$ cat src/rtl/mul_seq.sv
// mul_seq: multi-cycle RV32M multiply sequencer (MUL, MULH, MULHSU, MULHU).
// Radix-2 shift-add over a single time-shared 32-bit adder (add32). Signed
// operands are converted to magnitudes before iterating, and the 64-bit
// product is negated afterwards when the signs differ.
//
// Optional build macro: MUL_SEQ_ZERO_BYPASS_EN
//   When defined, a zero operand skips straight to DONE with a zero product.
//
// Ports:
//   clk        rising-edge clock
//   rst_n      asynchronous active-low reset
//   req_valid  request present (sampled only while req_ready is high)
//   req_ready  high only while idle
//   op         00 MUL, 01 MULH, 10 MULHSU, 11 MULHU
//   rs1, rs2   multiplicand / multiplier
//   resp_valid result available
//   resp_ready consumer accepts result
//   result     low product word for MUL, high word otherwise
//   busy       high whenever a request is in flight

// add32: 32-bit adder built from 4-bit groups with group generate/propagate
// lookahead between groups and a ripple inside each group.
module add32 (
    input  logic [31:0] a,
    input  logic [31:0] b,
    input  logic        c_1,
    output logic [31:0] s,
    output logic        c31
);
    logic [31:0] gen_s;
    logic [31:0] prop_s;

    assign gen_s  = a & b;
    assign prop_s = a ^ b;

    // Per-group sum ripple plus group-level carry lookahead.
    always_comb begin : add_p
        logic grp_c_s;
        logic bit_c_s;
        logic grp_g_s;
        logic grp_p_s;
        s       = 32'd0;
        grp_c_s = c_1;
        bit_c_s = 1'b0;
        grp_g_s = 1'b0;
        grp_p_s = 1'b1;
        for (int g = 0; g < 8; g++) begin
            bit_c_s = grp_c_s;
            grp_g_s = 1'b0;
            grp_p_s = 1'b1;
            for (int k = 0; k < 4; k++) begin
                s[4*g+k] = prop_s[4*g+k] ^ bit_c_s;
                bit_c_s  = gen_s[4*g+k] | (prop_s[4*g+k] & bit_c_s);
                grp_g_s  = gen_s[4*g+k] | (prop_s[4*g+k] & grp_g_s);
                grp_p_s  = grp_p_s & prop_s[4*g+k];
            end
            grp_c_s = grp_g_s | (grp_p_s & grp_c_s);
        end
        c31 = grp_c_s;
    end
endmodule

module mul_seq #(
    parameter int XLEN  = 32,
    parameter int CNT_W = 5
) (
    input  logic            clk,
    input  logic            rst_n,
    input  logic            req_valid,
    output logic            req_ready,
    input  logic [1:0]      op,
    input  logic [XLEN-1:0] rs1,
    input  logic [XLEN-1:0] rs2,
    output logic            resp_valid,
    input  logic            resp_ready,
    output logic [XLEN-1:0] result,
    output logic            busy
);
    localparam logic [1:0] OP_MUL  = 2'b00;
    localparam logic [1:0] OP_MULH = 2'b01;
    localparam logic [1:0] OP_MULHSU = 2'b10;

    typedef enum logic [2:0] {
        IDLE   = 3'd0,
        NEG_A  = 3'd1,
        NEG_B  = 3'd2,
        ITER   = 3'd3,
        NEG_LO = 3'd4,
        NEG_HI = 3'd5,
        DONE   = 3'd6
    } state_t;

    state_t         state_r, state_nx_s;
    logic [31:0]    m_r, m_nx_s;
    logic [63:0]    p_r, p_nx_s;
    logic [CNT_W-1:0] cnt_r, cnt_nx_s;
    logic           neg_r, neg_nx_s;
    logic [1:0]     op_r, op_nx_s;
    logic           carry_r, carry_nx_s;
    logic           resp_valid_r;
    logic [31:0]    result_r;
    logic           busy_r;
    logic           req_ready_r;

    logic [31:0]    add_a_s, add_b_s, sum_s;
    logic           add_c_s, cout_s;
    logic           neg_a_in_s, neg_b_in_s;

    // Sign handling decided from the incoming op: rs1 signed for MULH/MULHSU,
    // rs2 signed for MULH only.
    assign neg_a_in_s = ((op == OP_MULH) || (op == OP_MULHSU)) && rs1[31];
    assign neg_b_in_s = (op == OP_MULH) && rs2[31];

    add32 u_add (
        .a   (add_a_s),
        .b   (add_b_s),
        .c_1 (add_c_s),
        .s   (sum_s),
        .c31 (cout_s)
    );

    // FSM next-state, datapath updates and adder operand steering.
    always_comb begin
        state_nx_s = state_r;
        m_nx_s     = m_r;
        p_nx_s     = p_r;
        cnt_nx_s   = cnt_r;
        neg_nx_s   = neg_r;
        op_nx_s    = op_r;
        carry_nx_s = carry_r;
        add_a_s    = 32'd0;
        add_b_s    = 32'd0;
        add_c_s    = 1'b0;
        case (state_r)
            IDLE: begin
                if (req_valid) begin
                    m_nx_s   = rs1;
                    p_nx_s   = {32'd0, rs2};
                    op_nx_s  = op;
                    neg_nx_s = neg_a_in_s ^ neg_b_in_s;
                    cnt_nx_s = {CNT_W{1'b0}};
`ifdef MUL_SEQ_ZERO_BYPASS_EN
                    if ((rs1 == 32'd0) || (rs2 == 32'd0)) begin
                        p_nx_s     = 64'd0;
                        state_nx_s = DONE;
                    end else if (neg_a_in_s) begin
                        state_nx_s = NEG_A;
                    end else if (neg_b_in_s) begin
                        state_nx_s = NEG_B;
                    end else begin
                        state_nx_s = ITER;
                    end
`else
                    if (neg_a_in_s) begin
                        state_nx_s = NEG_A;
                    end else if (neg_b_in_s) begin
                        state_nx_s = NEG_B;
                    end else begin
                        state_nx_s = ITER;
                    end
`endif
                end else begin
                    state_nx_s = IDLE;
                end
            end
            NEG_A: begin
                add_a_s = ~m_r;
                add_c_s = 1'b1;
                m_nx_s  = sum_s;
                // P[31:0] still holds raw rs2, so its sign bit is still valid here.
                if ((op_r == OP_MULH) && p_r[31]) begin
                    state_nx_s = NEG_B;
                end else begin
                    state_nx_s = ITER;
                end
            end
            NEG_B: begin
                add_a_s      = ~p_r[31:0];
                add_c_s      = 1'b1;
                p_nx_s[31:0] = sum_s;
                state_nx_s   = ITER;
            end
            ITER: begin
                if (p_r[0]) begin
                    add_a_s = p_r[63:32];
                    add_b_s = m_r;
                    p_nx_s  = {cout_s, sum_s, p_r[31:1]};
                end else begin
                    p_nx_s  = {1'b0, p_r[63:1]};
                end
                cnt_nx_s = cnt_r + {{(CNT_W-1){1'b0}}, 1'b1};
                if (cnt_r == {CNT_W{1'b1}}) begin
                    state_nx_s = neg_r ? NEG_LO : DONE;
                end else begin
                    state_nx_s = ITER;
                end
            end
            NEG_LO: begin
                add_a_s      = ~p_r[31:0];
                add_c_s      = 1'b1;
                p_nx_s[31:0] = sum_s;
                carry_nx_s   = cout_s;
                state_nx_s   = NEG_HI;
            end
            NEG_HI: begin
                // Carry out of the low-word negation completes the 64-bit two's complement.
                add_a_s       = ~p_r[63:32];
                add_c_s       = carry_r;
                p_nx_s[63:32] = sum_s;
                state_nx_s    = DONE;
            end
            DONE: begin
                if (resp_valid_r && resp_ready) begin
                    state_nx_s = IDLE;
                end else begin
                    state_nx_s = DONE;
                end
            end
            default: begin
                state_nx_s = IDLE;
            end
        endcase
    end

    // State and datapath registers.
    always_ff @(posedge clk or negedge rst_n) begin
        if (!rst_n) begin
            state_r <= IDLE;
            m_r     <= 32'd0;
            p_r     <= 64'd0;
            cnt_r   <= {CNT_W{1'b0}};
            neg_r   <= 1'b0;
            op_r    <= 2'b00;
            carry_r <= 1'b0;
        end else begin
            state_r <= state_nx_s;
            m_r     <= m_nx_s;
            p_r     <= p_nx_s;
            cnt_r   <= cnt_nx_s;
            neg_r   <= neg_nx_s;
            op_r    <= op_nx_s;
            carry_r <= carry_nx_s;
        end
    end

    // Registered outputs; the response is presented one cycle after DONE is entered
    // and drops on the same edge that returns the FSM to IDLE.
    always_ff @(posedge clk or negedge rst_n) begin
        if (!rst_n) begin
            resp_valid_r <= 1'b0;
            result_r     <= 32'd0;
            busy_r       <= 1'b0;
            req_ready_r  <= 1'b1;
        end else begin
            resp_valid_r <= (state_r == DONE) && !(resp_valid_r && resp_ready);
            if (state_r == DONE) begin
                result_r <= (op_r == OP_MUL) ? p_r[31:0] : p_r[63:32];
            end else begin
                result_r <= result_r;
            end
            busy_r      <= (state_nx_s != IDLE);
            req_ready_r <= (state_nx_s == IDLE);
        end
    end

    assign resp_valid = resp_valid_r;
    assign result     = result_r;
    assign busy       = busy_r;
    assign req_ready  = req_ready_r;
endmodule

$ cat config.mk
export PLATFORM = sky130hd
export DESIGN_NAME = mul_seq
export DESIGN_NICKNAME = d
export VERILOG_FILES = /design/src/rtl/mul_seq.sv
export SDC_FILE = /design/constraint.sdc
export NUM_CORES = 1
export LEC_CHECK = 0
export ABC_AREA = 1
export CORE_MARGIN = 5
export CORE_UTILIZATION = 35
export CTS_BUF_LIST = sky130_fd_sc_hd__clkbuf_2
export CTS_CLUSTER_DIAMETER = 30
export DETAILED_ROUTE_END_ITERATION = 12
export GPL_TIMING_DRIVEN = 0
export PLACE_DENSITY_LB_ADDON = 0.08
export SYNTH_ARGS = -nofsm -noshare
export SYNTH_HDL_FRONTEND = slang
export SYNTH_SLANG_ARGS = --single-unit
$ cat constraint.sdc
create_clock -name clk -period 13.2 [get_ports clk]
set_input_delay 1.32 -clock clk [delete_from_list [all_inputs] [get_ports clk]]
set_output_delay 1.32 -clock clk [all_outputs]
set_load 0.02 [all_outputs]
==> key figures <==
Clocking
  – Clock transition at path regs: 0.24 ns
  – Hold Buf Count CTS: 0
  – Max H-tree Level: 4
  – CTS tree: yes
  – Max Buffers Root-to-Sink: 2
  – Total CTS buffers: 17
  – Root buf cell: clkbuf_2
  – Setup bufs post-CTS: 0
  – Clk Latency, worst-skew pair: 0.78 ns
  – CTS Sinks: 143
  – Post-CTS sizing: 0

Routing
  – Initial DRC count: roughly 1100
  – Drt via density: 5.761
  – Post-route DRC: 0
  – Average routed wire per standard cell: 23.81 um
  – Drt pass-1 iters: 5
  – Drt total wl: 38.02 mm
  – DRT antenna net count: 0
  – Vias post-DR: 9201

STA
  – Post-layout minimum cycle time: 6.941 ns
  – Final Max Slew Viols: 0
  – Max Fclk: 0.1441 GHz
  – Tcrit/Tclk final: 0.5258
  – Clock Skews: about 0.047 ns
  – Min Hold Slack: 0.4434 ns
  – Unrepaired setup endpoints after global routing: no
  – Final hold vios: 0
  – Final setup fails: 0
  – Rel. slew slack: 0.1752
  – Setup TNS: 0 ns
  – Slew @ Worst Pin: 1.233 ns

Synthesis
  – Post-synth EDFFs: 0
  – Synth top area cells: dfrtp_1, o21ai_0, nand2_1
  – Synth top area share: 0.3920
  – Post-Syn Area per Cell: roughly 8 um^2
  – Synth cell types: 34
  – Post-synth ARST share: 1.000
  – Most common flop cell mapped by yosys: dfrtp_1
  – Post-Synth Adder-Cell Area: 0.1027
  – Top-count cell post-synth: nand2_1
  – Net Count, Synth: 1254
  – Post-synth top cells: nand2_1, o21ai_0, dfrtp_1
  – Compound-cell area share of the yosys netlist: 0.2567
  – Main combinational cell family by area after synthesis: compound AO/OA/AOI/OAI gates
  – Post-Syn Instances: roughly 1100
  – Synthesized area: 9065 um^2
  – Yosys reg bits: 143
  – Post-synthesis xor/xnor area fraction: 0.008696
  – Post-synthesis simple-gate area fraction: 0.1520
  – Synthesis warning total: 0
  – Mux cell area share after synthesis: 0
  – Sequential fraction of the synthesis area: 0.3949
  – Cell accounting for the most synthesized area: dfrtp_1

Setup path
  – Worst Setup Path Type: reg -> reg
  – R2R cell count: 32
  – Worst EP required: 13.85 ns
  – Flop2flop setup slack: 6.26 ns
  – CP Data Arrival Time: 7.59 ns
  – CP Launch Type: flop
  – Worst setup EP type: flop
  – Worst path most repeated cell: nand2_2
  – Worst-path fanout max: 10
  – CP max-delay cell: nor2_1
  – R2R Path Start: state_r[2]
  – RR Endpoint: p_r[31]
  – Crit-path max cell delay: about 0.87 ns

Layout
  – Area Growth Syn to Fin: 20.39%
  – End-of-flow core utilization: 0.4236
  – Share of cells above drive strength 1: 0.04524
  – Nets@finish: between 1000 and 1500
  – Finished Cell Area: ~11000 um^2

Global routing
  – Largest net degree at the start of global routing: 87
  – Antenna violations before repair: 1
  – Vias in the first global route: 8982
  – GRT overflow: 0
  – Total track usage: 0.2611
  – First-pass GRT wire length: 56.66 mm

Floorplanning
  – Initial Util: 0.3519
  – Num ports: 105
  – Row count: 59
  – Die area: 29220 um^2
  – Die height: 170.9 um
  – Die W: roughly 170 um
  – Placeable Area: approximately 26000 um^2

Placed design
  – Placed Area: approximately 11000 um^2
  – HPWL after detailed placement: 26.78 mm
  – Port buffer count: 104
  – Final GP Congestion: 0.9297

Pwr
  – PwrDens: roughly 310 nW/um^2
  – Leak: 4.770 nW
  – VDD IR-drop max: 117.7 uV
  – PnR Total Power: approximately 0.0034 W

Status
  – Outcome: complete, no violations

Min path
  – Hold WC Path Type: in -> async

Job
  – Number of max-cap violations: 0
[worst max path at each step]
stage | from | slack [ns] | endpoint | cells after the start
global placement | rst_n | 4.36 | m_r[18] | 1
floorplan | state_r[1] | 8.05 | p_r[62] | 32
CTS | state_r[2] | 6.34 | p_r[31] | 32
global route | state_r[2] | 5.90 | p_r[62] | 32
detailed placement | state_r[2] | 6.39 | p_r[31] | 32
finish | state_r[2] | 6.26 | p_r[31] | 32
[registers in the layout, summed over array words and instances, names as in the netlist]
register	cells
cnt_r	5
p_r	64
req_ready	1
result	32
m_r	32
op_r	2
neg_r	1
carry_r	1
resp_valid	1
state_r	3
busy	1
[cells by family after synthesis]
group,count (synthesis)
simple gates,348
buf+inv,201
flops,143
xor+xnor,9
fa+ha+maj,60
compound gates,363
[per-layer routing]
| layer | up-vias | track usage | routed length [um] |
|---|---|---|---|
| li1 | 4163 | - | - |
| met1 | 4511 | 0.3572 | 16170 |
| met2 | 449 | 0.4298 | 17790 |
| met3 | 78 | 0.03997 | 3037 |
| met4 | 0 | 0.07854 | 1024 |
| met5 | - | 0 | 0 |
[area by class of cell]
cell class	instances	area [um^2]
clock buffer	18	90.09
timing repair buffer	105	1074
multi-input combinational	780	4715
tap	335	419.2
antenna	2	5.005
sequential	143	3580
clock inverter	13	260.3
inverter	125	469.2
fill	2678	14850
buffer	76	301.5
[stage by stage]
stage,worst slack [ns],instances
CTS,6.343,1595
floorplan,8.051,1124
finish,6.259,1597
global route,5.904,1597
global placement,4.358,1563
detailed placement,6.385,1564
[cell usage in the layout (no fill, tap or decap), types with 2 or more instances in the layout]
cell type,instances
nand2_1,191
o21ai_0,149
dfrtp_1,142
inv_1,120
nor2_1,114
clkdlybuf4s50_1,103
clkbuf_1,66
o221ai_1,48
a21oi_1,45
o211ai_1,39
ha_1,36
fa_1,24
o2111ai_1,19
a22oi_1,19
clkbuf_2,18
a221oi_1,17
nor3_1,16
nand3_1,13
nand2_2,11
o22ai_1,10
xnor2_1,8
a31oi_1,8
buf_2,7
bufinv_16,7
o21a_1,4
clkinv_1,3
diode_2,2
inv_2,2
nor4_1,2
buf_1,2
a22o_1,2
clkinv_4,2
inv_6,2
clkinvlp_4,2
[worst max-delay path, delay by kind of cell (launching register included)]
kind	cells	cell delay [ns]
and+or+nand+nor	19	2.73
adders and majority gates	4	1.70
buffers and inverters	5	1.13
DFF	1	0.49
AOI/OAI and AO/OA	3	0.42
xor gates and xnor gates	1	0.35
[where the power goes]
part | switching (W) | internal [W]
sequential | 0.000165 | 0.000643
combinational | 0.00151 | 0.000683
clock | 0.000188 | 0.000183
Note: power is estimated with default switching activity, not from simulation.
